==> src/rtl/id_ex_alu_stage.sv <==
// ID/EX pipeline register for a MIPS subset: decodes the ID instruction into ALU
// controls and operands, then registers them under flush/stall/bubble control.
module id_ex_alu_stage (
    input  logic        clk,
    input  logic        rst_n,
    input  logic        in_valid,
    input  logic [31:0] instr,
    input  logic [31:0] rs_data,
    input  logic [31:0] rt_data,
    input  logic        stall,
    input  logic        flush,
    output logic        ex_valid,
    output logic [31:0] ex_a,
    output logic [31:0] ex_b,
    output logic [2:0]  ex_alu_control,
    output logic [4:0]  ex_rd,
    output logic        ex_reg_write,
    output logic        ex_mem_read,
    output logic        ex_mem_write,
    output logic        ex_is_branch,
    output logic [31:0] ex_store_data,
    output logic        ex_illegal,
    output logic [15:0] issue_count
);

    localparam logic [5:0] OP_RTYPE = 6'h00;
    localparam logic [5:0] OP_BEQ   = 6'h04;
    localparam logic [5:0] OP_ADDI  = 6'h08;
    localparam logic [5:0] OP_SLTI  = 6'h0A;
    localparam logic [5:0] OP_ANDI  = 6'h0C;
    localparam logic [5:0] OP_ORI   = 6'h0D;
    localparam logic [5:0] OP_LW    = 6'h23;
    localparam logic [5:0] OP_SW    = 6'h2B;

    localparam logic [5:0] FN_ADD = 6'h20;
    localparam logic [5:0] FN_SUB = 6'h22;
    localparam logic [5:0] FN_AND = 6'h24;
    localparam logic [5:0] FN_OR  = 6'h25;
    localparam logic [5:0] FN_SLT = 6'h2A;

    localparam logic [2:0] ALU_ADD = 3'b000;
    localparam logic [2:0] ALU_SUB = 3'b001;
    localparam logic [2:0] ALU_AND = 3'b010;
    localparam logic [2:0] ALU_OR  = 3'b011;
    localparam logic [2:0] ALU_SLT = 3'b100;

    logic [5:0]  opcode;
    logic [5:0]  funct;
    logic [31:0] imm_sext;
    logic [31:0] imm_zext;

    logic [2:0]  dec_alu;
    logic [31:0] dec_b;
    logic [4:0]  dec_rd;
    logic        dec_reg_write;
    logic        dec_mem_read;
    logic        dec_mem_write;
    logic        dec_is_branch;
    logic        dec_illegal;

    logic        do_clear;
    logic        do_load;

    assign opcode   = instr[31:26];
    assign funct    = instr[5:0];
    assign imm_sext = {{16{instr[15]}}, instr[15:0]};
    assign imm_zext = {16'h0000, instr[15:0]};

    // Unsupported encodings fall through the defaults with only dec_illegal raised.
    always_comb begin
        dec_alu       = ALU_ADD;
        dec_b         = 32'h0;
        dec_rd        = 5'd0;
        dec_reg_write = 1'b0;
        dec_mem_read  = 1'b0;
        dec_mem_write = 1'b0;
        dec_is_branch = 1'b0;
        dec_illegal   = 1'b0;
        case (opcode)
            OP_RTYPE: begin
                dec_b         = rt_data;
                dec_rd        = instr[15:11];
                dec_reg_write = 1'b1;
                case (funct)
                    FN_ADD: dec_alu = ALU_ADD;
                    FN_SUB: dec_alu = ALU_SUB;
                    FN_AND: dec_alu = ALU_AND;
                    FN_OR:  dec_alu = ALU_OR;
                    FN_SLT: dec_alu = ALU_SLT;
                    default: begin
                        dec_b         = 32'h0;
                        dec_rd        = 5'd0;
                        dec_reg_write = 1'b0;
                        dec_illegal   = 1'b1;
                    end
                endcase
            end
            OP_ADDI: begin
                dec_b         = imm_sext;
                dec_rd        = instr[20:16];
                dec_reg_write = 1'b1;
            end
            OP_SLTI: begin
                dec_alu       = ALU_SLT;
                dec_b         = imm_sext;
                dec_rd        = instr[20:16];
                dec_reg_write = 1'b1;
            end
            OP_ANDI: begin
                dec_alu       = ALU_AND;
                dec_b         = imm_zext;
                dec_rd        = instr[20:16];
                dec_reg_write = 1'b1;
            end
            OP_ORI: begin
                dec_alu       = ALU_OR;
                dec_b         = imm_zext;
                dec_rd        = instr[20:16];
                dec_reg_write = 1'b1;
            end
            OP_LW: begin
                dec_b         = imm_sext;
                dec_rd        = instr[20:16];
                dec_reg_write = 1'b1;
                dec_mem_read  = 1'b1;
            end
            OP_SW: begin
                dec_b         = imm_sext;
                dec_rd        = instr[20:16];
                dec_mem_write = 1'b1;
            end
            OP_BEQ: begin
                dec_alu       = ALU_SUB;
                dec_b         = rt_data;
                dec_rd        = instr[20:16];
                dec_is_branch = 1'b1;
            end
            default: dec_illegal = 1'b1;
        endcase
    end

    // Flush wins over stall; an idle unstalled cycle inserts the same empty bubble.
    assign do_clear = flush || (!stall && !in_valid);
    assign do_load  = !flush && !stall && in_valid;

    always_ff @(posedge clk or negedge rst_n) begin
        if (!rst_n) begin
            ex_valid       <= 1'b0;
            ex_a           <= 32'h0;
            ex_b           <= 32'h0;
            ex_alu_control <= 3'b000;
            ex_rd          <= 5'd0;
            ex_reg_write   <= 1'b0;
            ex_mem_read    <= 1'b0;
            ex_mem_write   <= 1'b0;
            ex_is_branch   <= 1'b0;
            ex_store_data  <= 32'h0;
            ex_illegal     <= 1'b0;
        end else if (do_clear) begin
            ex_valid       <= 1'b0;
            ex_a           <= 32'h0;
            ex_b           <= 32'h0;
            ex_alu_control <= 3'b000;
            ex_rd          <= 5'd0;
            ex_reg_write   <= 1'b0;
            ex_mem_read    <= 1'b0;
            ex_mem_write   <= 1'b0;
            ex_is_branch   <= 1'b0;
            ex_store_data  <= 32'h0;
            ex_illegal     <= 1'b0;
        end else if (do_load) begin
            ex_valid       <= 1'b1;
            ex_a           <= rs_data;
            ex_b           <= dec_b;
            ex_alu_control <= dec_alu;
            ex_rd          <= dec_rd;
            ex_reg_write   <= dec_reg_write;
            ex_mem_read    <= dec_mem_read;
            ex_mem_write   <= dec_mem_write;
            ex_is_branch   <= dec_is_branch;
            ex_store_data  <= rt_data;
            ex_illegal     <= dec_illegal;
        end
    end

    // Counts every accepted instruction, illegal ones included, saturating at all-ones.
    always_ff @(posedge clk or negedge rst_n) begin
        if (!rst_n) begin
            issue_count <= 16'h0;
        end else if (do_load && issue_count != 16'hFFFF) begin
            issue_count <= issue_count + 16'd1;
        end
    end

endmodule

==> config.mk <==
export PLATFORM = sky130hd
export DESIGN_NAME = id_ex_alu_stage
export DESIGN_NICKNAME = d
export VERILOG_FILES = /design/src/rtl/id_ex_alu_stage.sv
export SDC_FILE = /design/constraint.sdc
export NUM_CORES = 1
export LEC_CHECK = 0
export ABC_AREA = 1
export BUFFER_PORTS_ARGS = -buffer_cell sky130_fd_sc_hd__buf_4
export CAP_MARGIN = 0
export CORE_ASPECT_RATIO = 1.2
export CORE_UTILIZATION = 48
export CTS_CLUSTER_DIAMETER = 50
export DETAILED_ROUTE_END_ITERATION = 8
export HOLD_SLACK_MARGIN = 0.08
export PLACE_DENSITY = 0.79
export SETUP_SLACK_MARGIN = 0.05
export SLEW_MARGIN = 30
export SYNTH_ARGS = -nofsm -noshare
export SYNTH_HDL_FRONTEND = slang
export SYNTH_SLANG_ARGS = --single-unit
==> constraint.sdc <==
create_clock -name clk -period 2.05 [get_ports clk]
set_input_delay 0.1025 -clock clk [delete_from_list [all_inputs] [get_ports clk]]
set_output_delay 0.1025 -clock clk [all_outputs]
set_load 0.01 [all_outputs]
# Yosys cells after proc, flatten, opt, wreduce, memory -nomap -nowiden
# Index checks and enable logic that the tools add are counted.
dict set report word_totals {
  reg_bits 126
  inputBits 101
  elab_cells 76
  output_inout_bits 126
}
dict set report classes {
  n_addsub 1
  eq_ne 13
  reduce_logical 15
  muxes 35
}
# op n
set op_table {}
lappend op_table {{$mux W32} 7}
lappend op_table {{$pmux W32 S4} 1}
lappend op_table {{$eq A6 B6 Y1 const B} 7}
lappend op_table {{$eq A6 B4 Y1 const B} 4}
lappend op_table {{$mux W1} 17}
lappend op_table {{$add A16 B1 Y16 const B} 1}
lappend op_table {{$ne A16 B16 Y1 const B} 1}
lappend op_table {{$mux W5} 3}
lappend op_table {{$pmux W3 S5} 1}
lappend op_table {{$pmux W3 S4} 1}
lappend op_table {{$pmux W5 S2} 1}
lappend op_table {{$reduce_or A5 Y1} 2}
lappend op_table {{$reduce_or A7 Y1} 1}
lappend op_table {{$eq A6 B3 Y1 const B} 1}
lappend op_table {{$logic_not A6 Y1} 1}
lappend op_table {{$mux W3} 2}
lappend op_table {{$logic_and A1 B1 Y1} 4}
lappend op_table {{$pmux W1 S2} 2}
lappend op_table {{$reduce_or A4 Y1} 1}
lappend op_table {{$logic_not A1 Y1} 3}
lappend op_table {{$reduce_bool A2 Y1} 1}
lappend op_table {{$reduce_or A2 Y1} 1}
lappend op_table {{$logic_or A1 B1 Y1} 1}

# Longest topological paths before layout
dict set report logic_depth {
  depth_word 6
  mapped_depth 11
  depth_no_buf 10
}

# Worst setup path before layout
# OpenSTA, ideal clock, no wires.
dict set report synth_path {
  path_type {register to register}
  startpoint {register issue_count[0]}
  endpoint {register issue_count[11]}
  path_slack_ns 0.370
  n_path_buf 1
  arrival_ns 1.553
  setup_time_ns 0.127
  period_less_slack_ns 1.680
  stages_incl_launch_ff 10
  cell_sequence {dfrtp_1 -> ha_1 -> nand3_1 -> inv_1 -> nand2_1 -> nor2_1 -> nor2_1 -> buf_4 -> nand2_1 -> xnor2_1}
}
dict set report synth_between {
  elab_chain_cells 2
  elab_cells_between_ends 3
  cone_classes {add/sub: 1; eq/ne: 1; reduce/logical: 1}
}
# item line_no
set synth_rtl {}
lappend synth_rtl {{start, declared} 23} ;# output logic [15:0] issue_count
lappend synth_rtl {{start signal, assigned} 191} ;# issue_count <= issue_count + 16'd1;
lappend synth_rtl {{parallel branches: the longest is 2 deep, another holds $add A16 B1 Y16} n/a}
# Several ways; the timed one is not identified.
# A chain may end at the register's enable or synchronous reset.

# Final worst setup path
dict set report layout_path {
  startpoint {input instr[29]}
  endpoint {register ex_rd[2]}
}
dict set report layout_between {
  elab_chain_cells 5
  elab_cells_between_ends 12
  cone_classes {eq/ne: 7; mux: 3; reduce/logical: 2}
}
# item line_no
set layout_rtl {}
lappend layout_rtl {{start, declared} 7} ;# input logic [31:0] instr,
lappend layout_rtl {{$eq A6 B3 Y1 (tied with other cells)} 79} ;# case (opcode)
lappend layout_rtl {{$reduce_or A7 Y1 (no line)} n/a}
lappend layout_rtl {{$pmux W5 S2 *} 79}
lappend layout_rtl {{$mux W5 *} 171} ;# end else if (do_load) begin
lappend layout_rtl {{$mux W5 *} 159} ;# end else if (do_clear) begin
lappend layout_rtl {{end signal, assigned} 176} ;# ex_rd <= dec_rd;
lappend layout_rtl {{end, declared} 16} ;# output logic [4:0] ex_rd,
# Mark *: on every way between the ends. The rest lies on a longest branch, timed or not. The select of a mux whose other input is x is not followed.

==> results.ini <==
[run_status]
status=finished, final reports clean

[placement]
place_area_mm2=0.007764
finalWeightedCongestion=0.8536
io_buffers=221
hpwlAfterDp_um=11720

[die]
num_rows=44
die_w_um=103.7
initial_core_util_pct=49.23
die_h_um=124.1
dieArea_mm2=0.01287
ios=227
coreArea_mm2=0.01211

[timing]
tns_ns=0
period_needed_ns=1.906
clock_skew_ns=0.004525
fin_crit_sh_pct=92.98
rsz0062_at_grt=false
hold_viol_final=0
tightestPinTransition_ns=0.7011
slew_viol_final=0
max_freq_mhz=524.6
setup_violations=0
maxSlewHeadroom_pct=53.26
whs_ns=0.1100

[logic_synthesis]
yosys.area_share.xor_xnor_pct=2.057
synth_area_per_cell_um2=8.578
synthSimpleGateAreaFrac_pct=26.84
synth_top_family_by_area=simple AND/OR/NAND/NOR gates
synth_common_cells=nand2_1, dfrtp_1, nand3_1
synth.mux.area_fraction_pct=0
synthAdderAreaFrac_pct=0.2099
synth_top_area_share_pct=52.89
async_flop_share_pct=100.0
synth_top_cell_by_area=dfrtp_1
synth_nets=797
synth-edff-count=0
netlist_instances=695
synth_cell_types=33
ys_ff_latch=126
yosys_warnings=0
netlist_top_cells_area=dfrtp_1, nand2_1, nand3_1
synth_area_mm2=0.005962
synth-seq-area-share_pct=52.89
synth_ff_type=dfrtp_1
synth_compound_area_share_pct=11.48
synth_most_common_cell=nand2_1

[clocking]
numCtsBuffers=17
cts_tree=built
htree_levels=4
clock_latency_ns=0.43
path_clk_slew_ns=0.06
clock-root-buffer=clkbuf_16
cts.path.max_buffers=2
cts.sinks=126
post_cts.repair.setup_buffers=0

[critical_path]
cp.required_ns=2.41
startpoint_type=input port
arrival_ns=2.27
worstPathMaxFanout=7
cp_num_buf_inv=4
path_cells=dlygate4sd3_1, buf_4, inv_1, nor2_2, nand3_1, nand4_4, nand2_1, nand2_1, dlygate4sd3_1, nand2_1, nand2_1
slowest_stage=dlygate4sd3_1
crit_path_max_incr_delay_ns=0.57
worstSetupEndpointType=flop
worst_path_most_repeated_cell=nand2_1
path_class=input port to flop
r2r_slack_ns=0.34
path_delay_family=buffers and inverters

[grt]
grt_use_total_pct=31.78
antenna_found_initial=0
grt_first_pass_wirelength_um=31640
grt_overflow=0
grt_pass1_vias=6362
grt_max_degree=127

[routing]
routed_via_density=5.387
drc=0
drt_first_pass_iters=5
drt-initial-drc-count=425
via_count=6373
wl_per_cell_um=17.07
wl_um=20200
ant_nets=0

[layout]
fill_cells=811
layout.nets=1111
final_area_mm2=0.009318
drive_gt1_share_pct=28.47
diodes=0
area_delta_synth_final_pct=56.29

[power]
ir_drop_uv=543.9
pwr_density_cell_mw_per_mm2=749.2
p_leak_nw=4.997

[hold_path]
min_path_type=input port to flop

[flow_run]
max_cap_violations=0

logic make-up (layout without fill, tap and decap cells):
| kind of cell | after synthesis | in the layout |
|---|---|---|
| fa+ha+maj | 1 | 1 |
| simple gates | 372 | 372 |
| compound gates | 98 | 98 |
| buf+inv | 84 | 411 |
| xor+xnor | 14 | 14 |
| flops | 126 | 126 |
area by class of cell:
type                       instances  area (um^2)  share of cell area (%)
timing repair buffer             330         2763                   29.65
sequential                       126         3153                   33.84
clock buffer                      17        425.4                   4.566
tap                              161        201.4                   2.162
multi-input combinational        485         2425                   26.02
inverter                          49        187.7                   2.014
clock inverter                    15        162.7                   1.746
per-stage QoR:
step / std cells / setup WS [ns] / total power, mW / utilization, %
after floorplan: 695 / 0.3699 / 3.251 / -
after global placement: 1058 / 0.3613 / 3.802 / 64.10
after detailed placement: 1058 / 0.3258 / 3.819 / 64.10
after CTS: 1182 / 0.1376 / 6.972 / 76.56
after global routing: 1183 / 0.05779 / 7.244 / 76.93
final: 1183 / 0.1438 / 6.980 / 76.93
what timing repair did:
item                                    CTS  global route
gates resized for setup                   0             6
endpoints found under the setup margin    0             2
endpoints found under the hold margin   230             0
hold buffers                             92             0
sequential cells by signal, indices dropped and copies added (netlist names):
name	cells
issue_count	16
ex_mem_read	1
ex_store_data	32
ex_is_branch	1
ex_reg_write	1
ex_valid	1
ex_illegal	1
ex_mem_write	1
ex_alu_control	3
ex_b	32
ex_a	32
ex_rd	5
routing by layer:
layer,track usage (%),routed length [um]
met1,37.29,7686
met4,19.64,924
met2,54.49,10280
met3,6.384,1305
met5,0,0
report_power, final:
group,switching [mW],internal [mW]
Combinational,0.608,0.577
Clock,1.22,1.80
Sequential,0.136,2.63
layout by cell type, fill, tap and decap left out:
master         netlist  routed
o21ai_1              1       1
clkinv_1             1       1
inv_6                0       4
buf_12               0       3
nor2_8               1       1
a21boi_0             1       1
a21oi_1             18      18
a22oi_1              1       1
xor2_1              12      12
buf_4                6     234
nand4_4              1       1
clkinv_2             0       3
dfrtp_1            126     126
xnor2_1              2       2
nand2_1            220     219
nand2_2              3       4
clkinvlp_4           0       3
inv_2                4       3
nor2_4               2       2
nor3_1               8       8
o21ai_2              1       1
inv_1               44      43
nand2_4              1       1
nand4_1              2       2
a32o_1               1       1
clkbuf_16            0      18
nor3_2               1       1
nor2_2               3       4
ha_1                 1       1
nand3_1             87      87
a22o_1              48      48
clkinv_4             0       4
or2_2                1       1
inv_4                0       1
o21ai_0             27      27
nor2_1              42      41
dlygate4sd3_1        0      92
bufinv_16            0       2
final timing paths:
path,from,end,cells after the start
min in group asynchronous,rst_n,ex_a[27],3
min,instr[31],ex_mem_read,5
max,instr[29],ex_rd[2],11
min reg2reg,ex_b[13],ex_b[13],2
max reg2reg,issue_count[0],issue_count[10],9
max in group asynchronous,rst_n,ex_rd[0],3
worst register-to-register path, delay by kind of cell, from the launching register on:
kind          cells  cell delay [ns]
fa+ha+maj         1             0.23
simple gates      5             0.46
buf+inv           2             0.31
flops             1             0.43
xor+xnor          1             0.15
(Power assumes the default switching activity.)
